### src/rtl/mux_sel_sequencer.sv
// Parallel-to-serial front end for an 8:1 bit-select mux: latches a word over a
// valid/ready load handshake, then steps mux_sel once per accepted bit.
module mux_sel_sequencer #(
    parameter int unsigned GAP = 0
) (
    input  logic       clk,
    input  logic       rst,
    input  logic       load_valid,
    input  logic [7:0] load_data,
    input  logic [2:0] load_len,
    input  logic       msb_first,
    output logic       load_ready,
    output logic [7:0] mux_in,
    output logic [2:0] mux_sel,
    output logic       bit_valid,
    input  logic       bit_ready,
    output logic       bit_last,
    output logic       busy,
    output logic       done
);

    typedef enum logic [1:0] {
        ST_IDLE,
        ST_SHIFT,
        ST_GAP
    } state_t;

    // Entering ST_GAP loads GAP-1 so the state lasts exactly GAP cycles.
    localparam logic [3:0] GAP_RELOAD = (GAP == 0) ? 4'd0 : 4'(GAP - 1);

    state_t     state_q, state_d;
    logic [7:0] mux_in_q, mux_in_d;
    logic [2:0] mux_sel_q, mux_sel_d;
    logic [2:0] len_q, len_d;
    logic       order_q, order_d;
    logic [2:0] cnt_q, cnt_d;
    logic [3:0] gap_cnt_q, gap_cnt_d;
    logic       done_q, done_d;

    always_comb begin
        state_d   = state_q;
        mux_in_d  = mux_in_q;
        mux_sel_d = mux_sel_q;
        len_d     = len_q;
        order_d   = order_q;
        cnt_d     = cnt_q;
        gap_cnt_d = gap_cnt_q;
        done_d    = 1'b0;

        case (state_q)
            ST_IDLE: begin
                if (load_valid) begin
                    mux_in_d  = load_data;
                    len_d     = load_len;
                    order_d   = msb_first;
                    mux_sel_d = msb_first ? 3'd7 : 3'd0;
                    cnt_d     = 3'd0;
                    state_d   = ST_SHIFT;
                end
            end
            ST_SHIFT: begin
                if (bit_ready) begin
                    if (cnt_q == len_q) begin
                        state_d = ST_IDLE;
                        done_d  = 1'b1;
                    end else begin
                        cnt_d     = cnt_q + 3'd1;
                        mux_sel_d = order_q ? (mux_sel_q - 3'd1) : (mux_sel_q + 3'd1);
                        if (GAP > 0) begin
                            gap_cnt_d = GAP_RELOAD;
                            state_d   = ST_GAP;
                        end
                    end
                end
            end
            ST_GAP: begin
                if (gap_cnt_q == 4'd0) begin
                    state_d = ST_SHIFT;
                end else begin
                    gap_cnt_d = gap_cnt_q - 4'd1;
                end
            end
            default: state_d = ST_IDLE;
        endcase
    end

    always_ff @(posedge clk) begin
        if (rst) begin
            state_q   <= ST_IDLE;
            mux_in_q  <= '0;
            mux_sel_q <= '0;
            len_q     <= '0;
            order_q   <= 1'b0;
            cnt_q     <= '0;
            gap_cnt_q <= '0;
            done_q    <= 1'b0;
        end else begin
            state_q   <= state_d;
            mux_in_q  <= mux_in_d;
            mux_sel_q <= mux_sel_d;
            len_q     <= len_d;
            order_q   <= order_d;
            cnt_q     <= cnt_d;
            gap_cnt_q <= gap_cnt_d;
            done_q    <= done_d;
        end
    end

    assign load_ready = (state_q == ST_IDLE);
    assign busy       = (state_q != ST_IDLE);
    assign bit_valid  = (state_q == ST_SHIFT);
    assign bit_last   = bit_valid && (cnt_q == len_q);
    assign mux_in     = mux_in_q;
    assign mux_sel    = mux_sel_q;
    assign done       = done_q;

endmodule

### config.mk
export PLATFORM = sky130hd
export DESIGN_NAME = mux_sel_sequencer
export DESIGN_NICKNAME = d
export VERILOG_FILES = /design/src/rtl/mux_sel_sequencer.sv
export SDC_FILE = /design/constraint.sdc
export NUM_CORES = 1
export LEC_CHECK = 0
export BUFFER_PORTS_ARGS = -buffer_cell sky130_fd_sc_hd__buf_2
export CAP_MARGIN = 20
export CORE_MARGIN = 2
export CORE_UTILIZATION = 53
export DETAILED_ROUTE_END_ITERATION = 8
export PLACE_DENSITY = 0.82
export REMOVE_ABC_BUFFERS = 1
export SLEW_MARGIN = 5
export SYNTH_ARGS = -nofsm -noshare
export SYNTH_HDL_FRONTEND = slang
export SYNTH_SLANG_ARGS = --single-unit
### constraint.sdc
create_clock -name clk -period 4.4 [get_ports clk]
set_input_delay 0.22 -clock clk [delete_from_list [all_inputs] [get_ports clk]]
set_output_delay 0.22 -clock clk [all_outputs]
set_load 0.01 [all_outputs]
# Word-level counts from Yosys, hierarchy flattened
# Cells that the tools add are included.
# word_totals
register_bits,25
output_inout_bits,16
input_bits,16
# classes
muxes,16
n_reduce_logical,10
add_sub_neg,4
n_eq_ne,8
bitwise,3
# ops
op,n
$mux W3,8
$pmux W3 S2,2
$mux W2,4
$reduce_and A4 Y1,2
$add A3 B1 Y3 const B,2
$ne A2 B2 Y1 const B,3
$pmux W2 S3,1
$logic_not A4 Y1,1
$ne A2 B1 Y1 const B,2
$reduce_and A2 Y1,2
$reduce_bool A2 Y1,2
$sub A4 B1 Y4 const B,1
$eq A3 B3 Y1,1
$not A1 Y1,3
$reduce_or A3 Y1,1
$sub A3 B1 Y3 const B,1
$eq A2 B1 Y1 const B,1
$eq A2 B2 Y1 const B,1
$logic_not A2 Y1,1
$logic_and A1 B1 Y1,1
$mux W1,1

# Depth between registers and ports, before layout
# Gate-level depths: netlist of the first run.
# depth
word_depth,5
mapped_depth,5
ltp_nobuf,5

# Worst setup path before layout of the first run
# OpenSTA, ideal clock, no wires.
# synth_path
path_kind,reg-to-reg
startpoint,register mux_sel_q[0] (netlist: mux_sel[0])
endpoint,register mux_sel_q[2] (netlist: mux_sel[2])
required_ns,4.328
setup_ns,0.072
arrival_ns,1.457
path_slack_ns,2.872
path_stages_with_launch,6
n_path_buf,0
path_cell_list,dfxtp_1 > inv_1 > fa_1 > xor3_1 > a211o_1 > mux2i_1
# synth_via
elab_chain_cells,5
elab_cells_between_ends,6
# synth_lines
item,line,source
start: declaration,33,"logic [2:0] mux_sel_q, mux_sel_d;"
start signal: assignment,100,mux_sel_q <= mux_sel_d;
$add A3 B1 Y3 or $sub A3 B1 Y3 (tied branches),68,mux_sel_d = order_q ? (mux_sel_q - 3'd1) : (mux_sel_q + 3'd1);
$mux W3 *,68,
$mux W3 *,63,if (cnt_q == len_q) begin
$mux W3 *,62,if (bit_ready) begin
$pmux W3 S2 *,50,case (state_q)
# Mark *: on every way between the ends. The rest lies on a longest branch, timed or not. The select of a mux whose other input is x is not followed.
# A chain may end at the register's enable or synchronous reset.

# Final worst setup path of the first run
# layout_path
startpoint,register cnt_q[2]
endpoint,output port bit_last
# layout_via
elab_chain_cells,2
# layout_lines
item,line,source
start: declaration,36,"logic [2:0] cnt_q, cnt_d;"
start signal: assignment,103,cnt_q <= cnt_d;
$eq A3 B3 Y1,112,assign bit_last = bit_valid && (cnt_q == len_q);
$logic_and A1 B1 Y1,112,
end: declaration,17,"output logic bit_last,"
# Every way passes these cells.

==> results by group, run 1 <==
Clock tree
  – Worst-Skew Late Latency: 0.31 ns
  – Clock transition at the registers of the reported paths: 0.12 ns
  – Setup Buffers After CTS: 0
  – Root buf cell: clkbuf_4
  – TritonCTS clock tree: done
  – Num CTS Buffers: 3
  – CTS Buffer Depth: 2
  – TritonCTS Sinks: 20
  – PostCTS Resize Cnt: 0
  – Post-CTS Hold Buffers: 0
  – H-Tree Depth: 1

Drt
  – Starting DRC count in detailed routing: 15
  – Drt drc: 0
  – Final WL: 2280 µm
  – Avg WL per Cell: 13.5 µm
  – Detail Route Antenna Nets: 0
  – Vias: 948
  – Drt pass-1 iters: 4
  – Vias per cell: 5.61

Yosys
  – Yosys top cell by area: dfxtp_1
  – Avg Inst Size Synth: 8.69 µm²
  – Simple-gate area share of the yosys netlist: 0.226
  – Seq/Total Area, Yosys: 0.390
  – Cell variety after synth: 37
  – Adder-Cell Fraction of Synth Area: 0.0317
  – YS warnings: 0
  – Post-synthesis mux area share: 0.0402
  – Area contributors post-synth: dfxtp_1, nand2_1, a21oi_1, o311ai_2, mux2i_1
  – Top FF cell, synth: dfxtp_1
  – Fraction of registers with async set/reset: 0
  – Post-Synthesis Cells: 118
  – Number of synthesized flops with an enable pin: 0
  – Synth Area in Compound Gates: 0.205
  – Largest family of logic cells by synthesized area: simple AND/OR/NAND/NOR gates
  – Post-Synth XOR/XNOR Area: 0.0488
  – Syn Std Cell Area: 1030 µm²
  – Seq cells post-synth: 20
  – Yosys top cell area share: 0.390

STA
  – Finish-stage setup viols: 0
  – Fmax: 509 MHz
  – Layout Skew: 0.000869 ns
  – Slew Viols, Final: 0
  – Setup TNS: 0 ns
  – Crit path time final: 1.96 ns
  – Slew headroom: 0.407
  – Slew @ Worst Pin: 0.888 ns
  – Final Cycle Share: 0.446
  – Hold Vio Cnt, Final: 0
  – RSZ-0062 raised after global routing: no

Floorplan
  – Core Rows: 15
  – Io pins: 32
  – CORE AREA: 1760 µm²
  – Area of the die: 2300 µm²
  – Chip Height: 48.0 µm
  – Starting Density: 0.582
  – Die width: 48.0 µm

Final layout
  – ANT cells: 0
  – FF+latch area: 400 µm²
  – Layout Nets: 163
  – Final core occ: 0.694
  – Most frequent cells in the layout: buf_2, nand2_1, dfxtp_1, a21oi_1, inv_1
  – Filler instances: 158
  – Area grow syn2layout: 19.3%
  – Commonest non-fill, non-tap cell in the layout: buf_2
  – Layout cells sized above 1: 0.278
  – Area of the multi-input gates: 566 µm²

Min path
  – Hold Path Class: primary input to flip-flop
  – Hold EP: mux_in[6]
  – Hold Path Depth: 3
  – Hold_sp: load_data[6]

Pwr
  – Peak supply drop: 244 µV
  – Total power: 0.440 mW
  – PwrDens: 359 nW/µm²
  – Pleak: 0.540 nW

Setup path
  – R2R cell count: 3
  – CP max FO: 7
  – Setup crit end kind: output port
  – Crit Path Class: flip-flop to output port
  – Critical Path RT: 4.18 ns
  – FF-to-FF Start: state_q[0]
  – Critical Path Source Type: flip-flop
  – Worst R2R End: mux_sel[0]
  – Critical Path AT: 1.74 ns
  – R2r setup slk: 2.60 ns

Place
  – Detailed Place HPWL: 1600 µm
  – I/O Buffers: 31
  – GP Congestion: 0.811

Flow run
  – Max Cap Viol: 0

Global routing
  – Largest net degree at the start of global routing: 30
  – Global route overflow: 0
  – Busiest grt layer: met2
  – GRT met2 Usage: 0.357
  – GRT Overall Usage: 0.210
  – Vias in the first global route: 798
  – Initial antenna violation count: 0
  – M1 GR Usage: 0.263
  – Met3 usage: 0.0340
  – Global-route wire length before repair: 3400 µm

Run status
  – Outcome: complete, no violations
per-layer routing:
metal  vias up  routed length, µm
met1       453               1010
met4         0                 43
met3         6                 79
met5         -                  0
met2        25               1150
li1        464                  -
critical path: stages (launching register included):
cell and delay (ns):
dfxtp_1 0.40, xor2_1 0.46, or3_1 0.35, nor2_1 0.08
buf_2 0.14
registers in the layout, summed over array words and instances, names as in the netlist:
name     flops
mux_sel      3
cnt_q        3
done         1
mux_in       8
state_q      1
order_q      1
len_q        3
where the power goes:
| part | total, mW | internal (mW) | switching, mW |
|---|---|---|---|
| clock network | 0.154 | 0.0922 | 0.0619 |
| logic | 0.0808 | 0.0354 | 0.0454 |
| registers | 0.205 | 0.193 | 0.0120 |
logic make-up after synthesis:
group	after synthesis
AO/OA/AOI/OAI	27
XOR/XNOR	4
adder cells (fa/ha/maj)	2
buffers and inverters	14
flip-flops	20
multiplexers	4
AND/OR/NAND/NOR	47
layout make-up:
class,count,share of cell area
clock buffer,3,0.0184
clock inverter,1,0.0245
timing repair buffer,31,0.127
multi-input combinational,84,0.462
tap,25,0.0256
sequential,20,0.327
inverter,5,0.0153
synth_stat cells (2+ instances only):
master and n:
a211o_1 2, a21oi_1 12, buf_2 3, clkbuf_1 5
dfxtp_1 20, inv_1 5, mux2i_1 3, nand2_1 28
nand2b_1 4, nor2_1 4, o311ai_0 2, o311ai_2 2
or3_1 2, xor2_1 3
per-stage QoR:
stage	area, µm²	instances	hold slack, ns	worst slack (ns)
2_1_floorplan	985	109	0.289	2.73
3_3_place_gp	1170	165	0.438	2.77
3_5_place_dp	1170	165	0.443	2.66
4_1_cts	1220	169	0.129	2.46
5_1_grt	1220	169	0.130	2.35
6_report	1220	169	0.128	2.44
how the worst max path moves through the flow:
stage | from | to | slack, ns | cells past startpoint
final | cnt_q[2] | bit_last | 2.44 | 4
after global placement | state_q[0] | mux_sel[0] | 2.77 | 3
after global routing | cnt_q[2] | bit_last | 2.35 | 4
after CTS | cnt_q[1] | bit_last | 2.46 | 4
after floorplan | state_q[0] | mux_sel[1] | 2.73 | 3
after detailed placement | state_q[0] | mux_sel[0] | 2.66 | 3
(Power assumes the default switching activity.)
==> run 2, diff against run 1 <==
--- a/config.mk
+++ b/config.mk
@@ -8,9 +8,9 @@
 export BUFFER_PORTS_ARGS = -buffer_cell sky130_fd_sc_hd__buf_2
 export CAP_MARGIN = 20
 export CORE_MARGIN = 2
-export CORE_UTILIZATION = 53
+export CORE_UTILIZATION = 49
 export DETAILED_ROUTE_END_ITERATION = 8
-export PLACE_DENSITY = 0.82
+export PLACE_DENSITY = 0.77
 export REMOVE_ABC_BUFFERS = 1
 export SLEW_MARGIN = 5
 export SYNTH_ARGS = -nofsm -noshare
==> constraint.sdc (replaced) <==
create_clock -name clk -period 1.9 [get_ports clk]
set_input_delay 0.095 -clock clk [delete_from_list [all_inputs] [get_ports clk]]
set_output_delay 0.095 -clock clk [all_outputs]
set_load 0.01 [all_outputs]
==> run 2 against run 1 <==
Effect of this change:
- sequential power increased by 130%
- core utilization decreased by 5.3 points
- clock skew increased by 0.0063 ns
- critical path type unchanged
- largest power group unchanged
==> results by group, run 2 (synthesis gave the netlist of run 1 again) <==
Run status
  – Outcome: complete, no violations (unchanged)

Floorplan
  – Die width: 49.8 µm (was 48.0 µm)
  – CORE AREA: 1960 µm² (was 1760 µm²)
  – Chip Height: 49.8 µm (was 48.0 µm)
  – Io pins: 32 (unchanged)
  – Starting Density: 0.523 (was 0.582)
  – Core Rows: 16 (was 15)
  – Area of the die: 2480 µm² (was 2300 µm²)

Pwr
  – Total power: 1.01 mW (was 0.440 mW)
  – Sequential power share: 0.466 (about the same)
  – P_sw: 0.265 mW (was 0.119 mW)
  – Clock power share: 0.342 (was 0.350)
  – Peak supply drop: 509 µV (was 244 µV)
  – Comb pwr share: 0.191 (was 0.184)
  – Pleak: 0.550 nW (was 0.540 nW)
  – PwrDens: 804 nW/µm² (was 359 nW/µm²)
  – Switching Fraction: 0.262 (was 0.271)
  – Int Pwr: 0.746 mW (was 0.320 mW)

Setup path
  – Worst setup endpoint: bit_last (unchanged)
  – Critical Path Stages: 4 (unchanged)
  – Critical Path Source Type: flip-flop (unchanged)
  – Setup crit end kind: output port (unchanged)
  – FF-to-FF Start: state_q[0] (unchanged)
  – Crit Path Class: flip-flop to output port (unchanged)
  – Worst Path Buf+Inv: 1 (unchanged)
  – Worst R2R End: mux_sel[1] (was mux_sel[0])
  – R2r setup slk: 0.29 ns (was 2.60 ns)
  – CP max FO: 7 (unchanged)
  – R2R cell count: 3 (unchanged)
  – CP delay by family, top: simple AND/OR/NAND/NOR gates (was XOR/XNOR gates)
  – Critical Path RT: 1.80 ns (was 4.18 ns)
  – Critical Path AT: 1.68 ns (was 1.74 ns)
  – Slowest stage delay, CP: 0.52 ns (was 0.46 ns)
  – CP cell instances: xor2_2 -> or3_1 -> nor2_1 -> buf_2 (was xor2_1 -> or3_1 -> nor2_1 -> buf_2)
  – Crit-path slowest cell: or3_1 (was xor2_1)
  – Crit path from: cnt_q[1] (was cnt_q[2])

Clock tree
  – Worst-Skew Late Latency: 0.30 ns (was 0.31 ns)
  – Num CTS Buffers: 3 (unchanged)
  – CTS Buffer Depth: 2 (unchanged)
  – Clock transition at the registers of the reported paths: 0.12 ns (about the same)
  – Root buf cell: clkbuf_4 (unchanged)
  – Setup Buffers After CTS: 0 (unchanged)
  – TritonCTS Sinks: 20 (unchanged)
  – Post-CTS Hold Buffers: 0 (unchanged)
  – TritonCTS clock tree: done (unchanged)
  – H-Tree Depth: 1 (unchanged)

Drt
  – Avg WL per Cell: 12.5 µm (was 13.5 µm)
  – Drt pass-1 iters: 7 (was 4)
  – Vias: 929 (was 948)
  – Detail Route Antenna Nets: 0 (unchanged)
  – Drt drc: 0 (unchanged)
  – Starting DRC count in detailed routing: 13 (was 15)
  – Vias per cell: 5.37 (was 5.61)
  – Final WL: 2160 µm (was 2280 µm)

STA
  – Setup TNS: 0 ns (unchanged)
  – Hold WS: 0.0123 ns (was 0.128 ns)
  – Crit path time final: 1.78 ns
  – Fmax: 563 MHz
  – Finish-stage setup viols: 0 (unchanged)
  – Slew Viols, Final: 0 (unchanged)
  – Final Cycle Share: 0.935
  – Layout Skew: 0.00719 ns (was 0.000869 ns)
  – Slew @ Worst Pin: 0.490 ns (was 0.888 ns)
  – RSZ-0062 raised after global routing: no (unchanged)
  – Setup WS post-layout: 0.123 ns (was 2.44 ns)
  – Slew headroom: 0.673 (was 0.407)
  – Hold Vio Cnt, Final: 0 (unchanged)

Place
  – Placed cell count: 169 (was 165)
  – I/O Buffers: 31 (unchanged)
  – Detailed Place HPWL: 1560 µm (was 1600 µm)
  – Post-DP Area: 1190 µm² (was 1170 µm²)
  – GP Congestion: 0.815 (was 0.811)
  – Pre-CTS WS: 0.317 ns (was 2.66 ns)

Final layout
  – Finished Layout Cells: 173 (was 169)
  – Final core occ: 0.641 (was 0.694)
  – Most frequent cells in the layout: buf_2, nand2_1, dfxtp_1, a21oi_1, inv_1 (unchanged)
  – Layout Nets: 165 (was 163)
  – Finished Cell Area: 1260 µm² (was 1220 µm²)
  – Layout cells sized above 1: 0.308 (was 0.278)
  – Commonest non-fill, non-tap cell in the layout: buf_2 (unchanged)
  – Filler instances: 193 (was 158)
  – Area grow syn2layout: 22.6% (was 19.3%)
  – Largest register FFs: 8 (unchanged)
  – ANT cells: 0 (unchanged)

Global routing
  – Initial antenna violation count: 0 (unchanged)
  – Vias in the first global route: 848 (was 798)
  – Global route overflow: 0 (unchanged)
  – Global-route wire length before repair: 3600 µm (was 3400 µm)
  – GRT Overall Usage: 0.190 (was 0.210)
  – Largest net degree at the start of global routing: 30 (unchanged)

Min path
  – Hold Path Class: primary input to flip-flop (unchanged)

Flow run
  – Max Cap Viol: 0 (unchanged)
## run 2: cell types whose count changed in the layout (fill, tap and decap cells not counted)
cell     change
dfxtp_2      +1
xor2_2       +2
buf_4        +2
dfxtp_1      -1
xor2_1       -2
## run 2: worst reg2reg max path, cell delays in order, from the launching register on
cell and delay, ns:
dfxtp_1 0.64, inv_1 0.17, o41ai_2 0.50, mux2i_1 0.23
## run 2: power by group through the flow
stage	clock [mW]	combinational, mW	sequential (mW)
2_1_floorplan	0	0.100	0.490
3_3_place_gp	0	0.189	0.479
3_5_place_dp	0	0.193	0.480
4_1_cts	0.356	0.194	0.471
5_1_grt	0.372	0.214	0.476
6_report	0.346	0.194	0.471
## run 2: worst min-delay path by stage
stage	from	slack (ns)	cells past startpoint	endpoint
2_1_floorplan	rst	0.16	1	len_q[0]
3_3_place_gp	load_data[6]	0.34	3	mux_in[6]
3_5_place_dp	load_data[6]	0.34	3	mux_in[6]
4_1_cts	load_data[6]	0.005	3	mux_in[6]
5_1_grt	load_data[1]	0.006	3	mux_in[1]
6_report	load_data[6]	0.01	3	mux_in[6]
## run 2: metal layers
metal	track usage	routed length (µm)
met4	0.106	13
met1	0.245	980
met3	0.0273	89
met2	0.302	1080
met5	0	0
## run 2: layout make-up
cell class | count | area [µm²] | area share
Inverter | 5 | 18.8 | 0.0149
Clock buffer | 3 | 22.5 | 0.0179
Timing Repair Buffer | 33 | 170 | 0.135
Clock inverter | 1 | 30.0 | 0.0239
Tap cell | 27 | 33.8 | 0.0269
Multi-Input combinational cell | 84 | 581 | 0.462
Sequential cell | 20 | 402 | 0.319
## run 2: what timing repair did
| item | 4_1_cts | 5_1_grt |
|---|---|---|
| gates resized for setup | 0 | 3 |
| setup endpoints to repair | 0 | 1 |
| endpoints found under the hold margin | 0 | 0 |
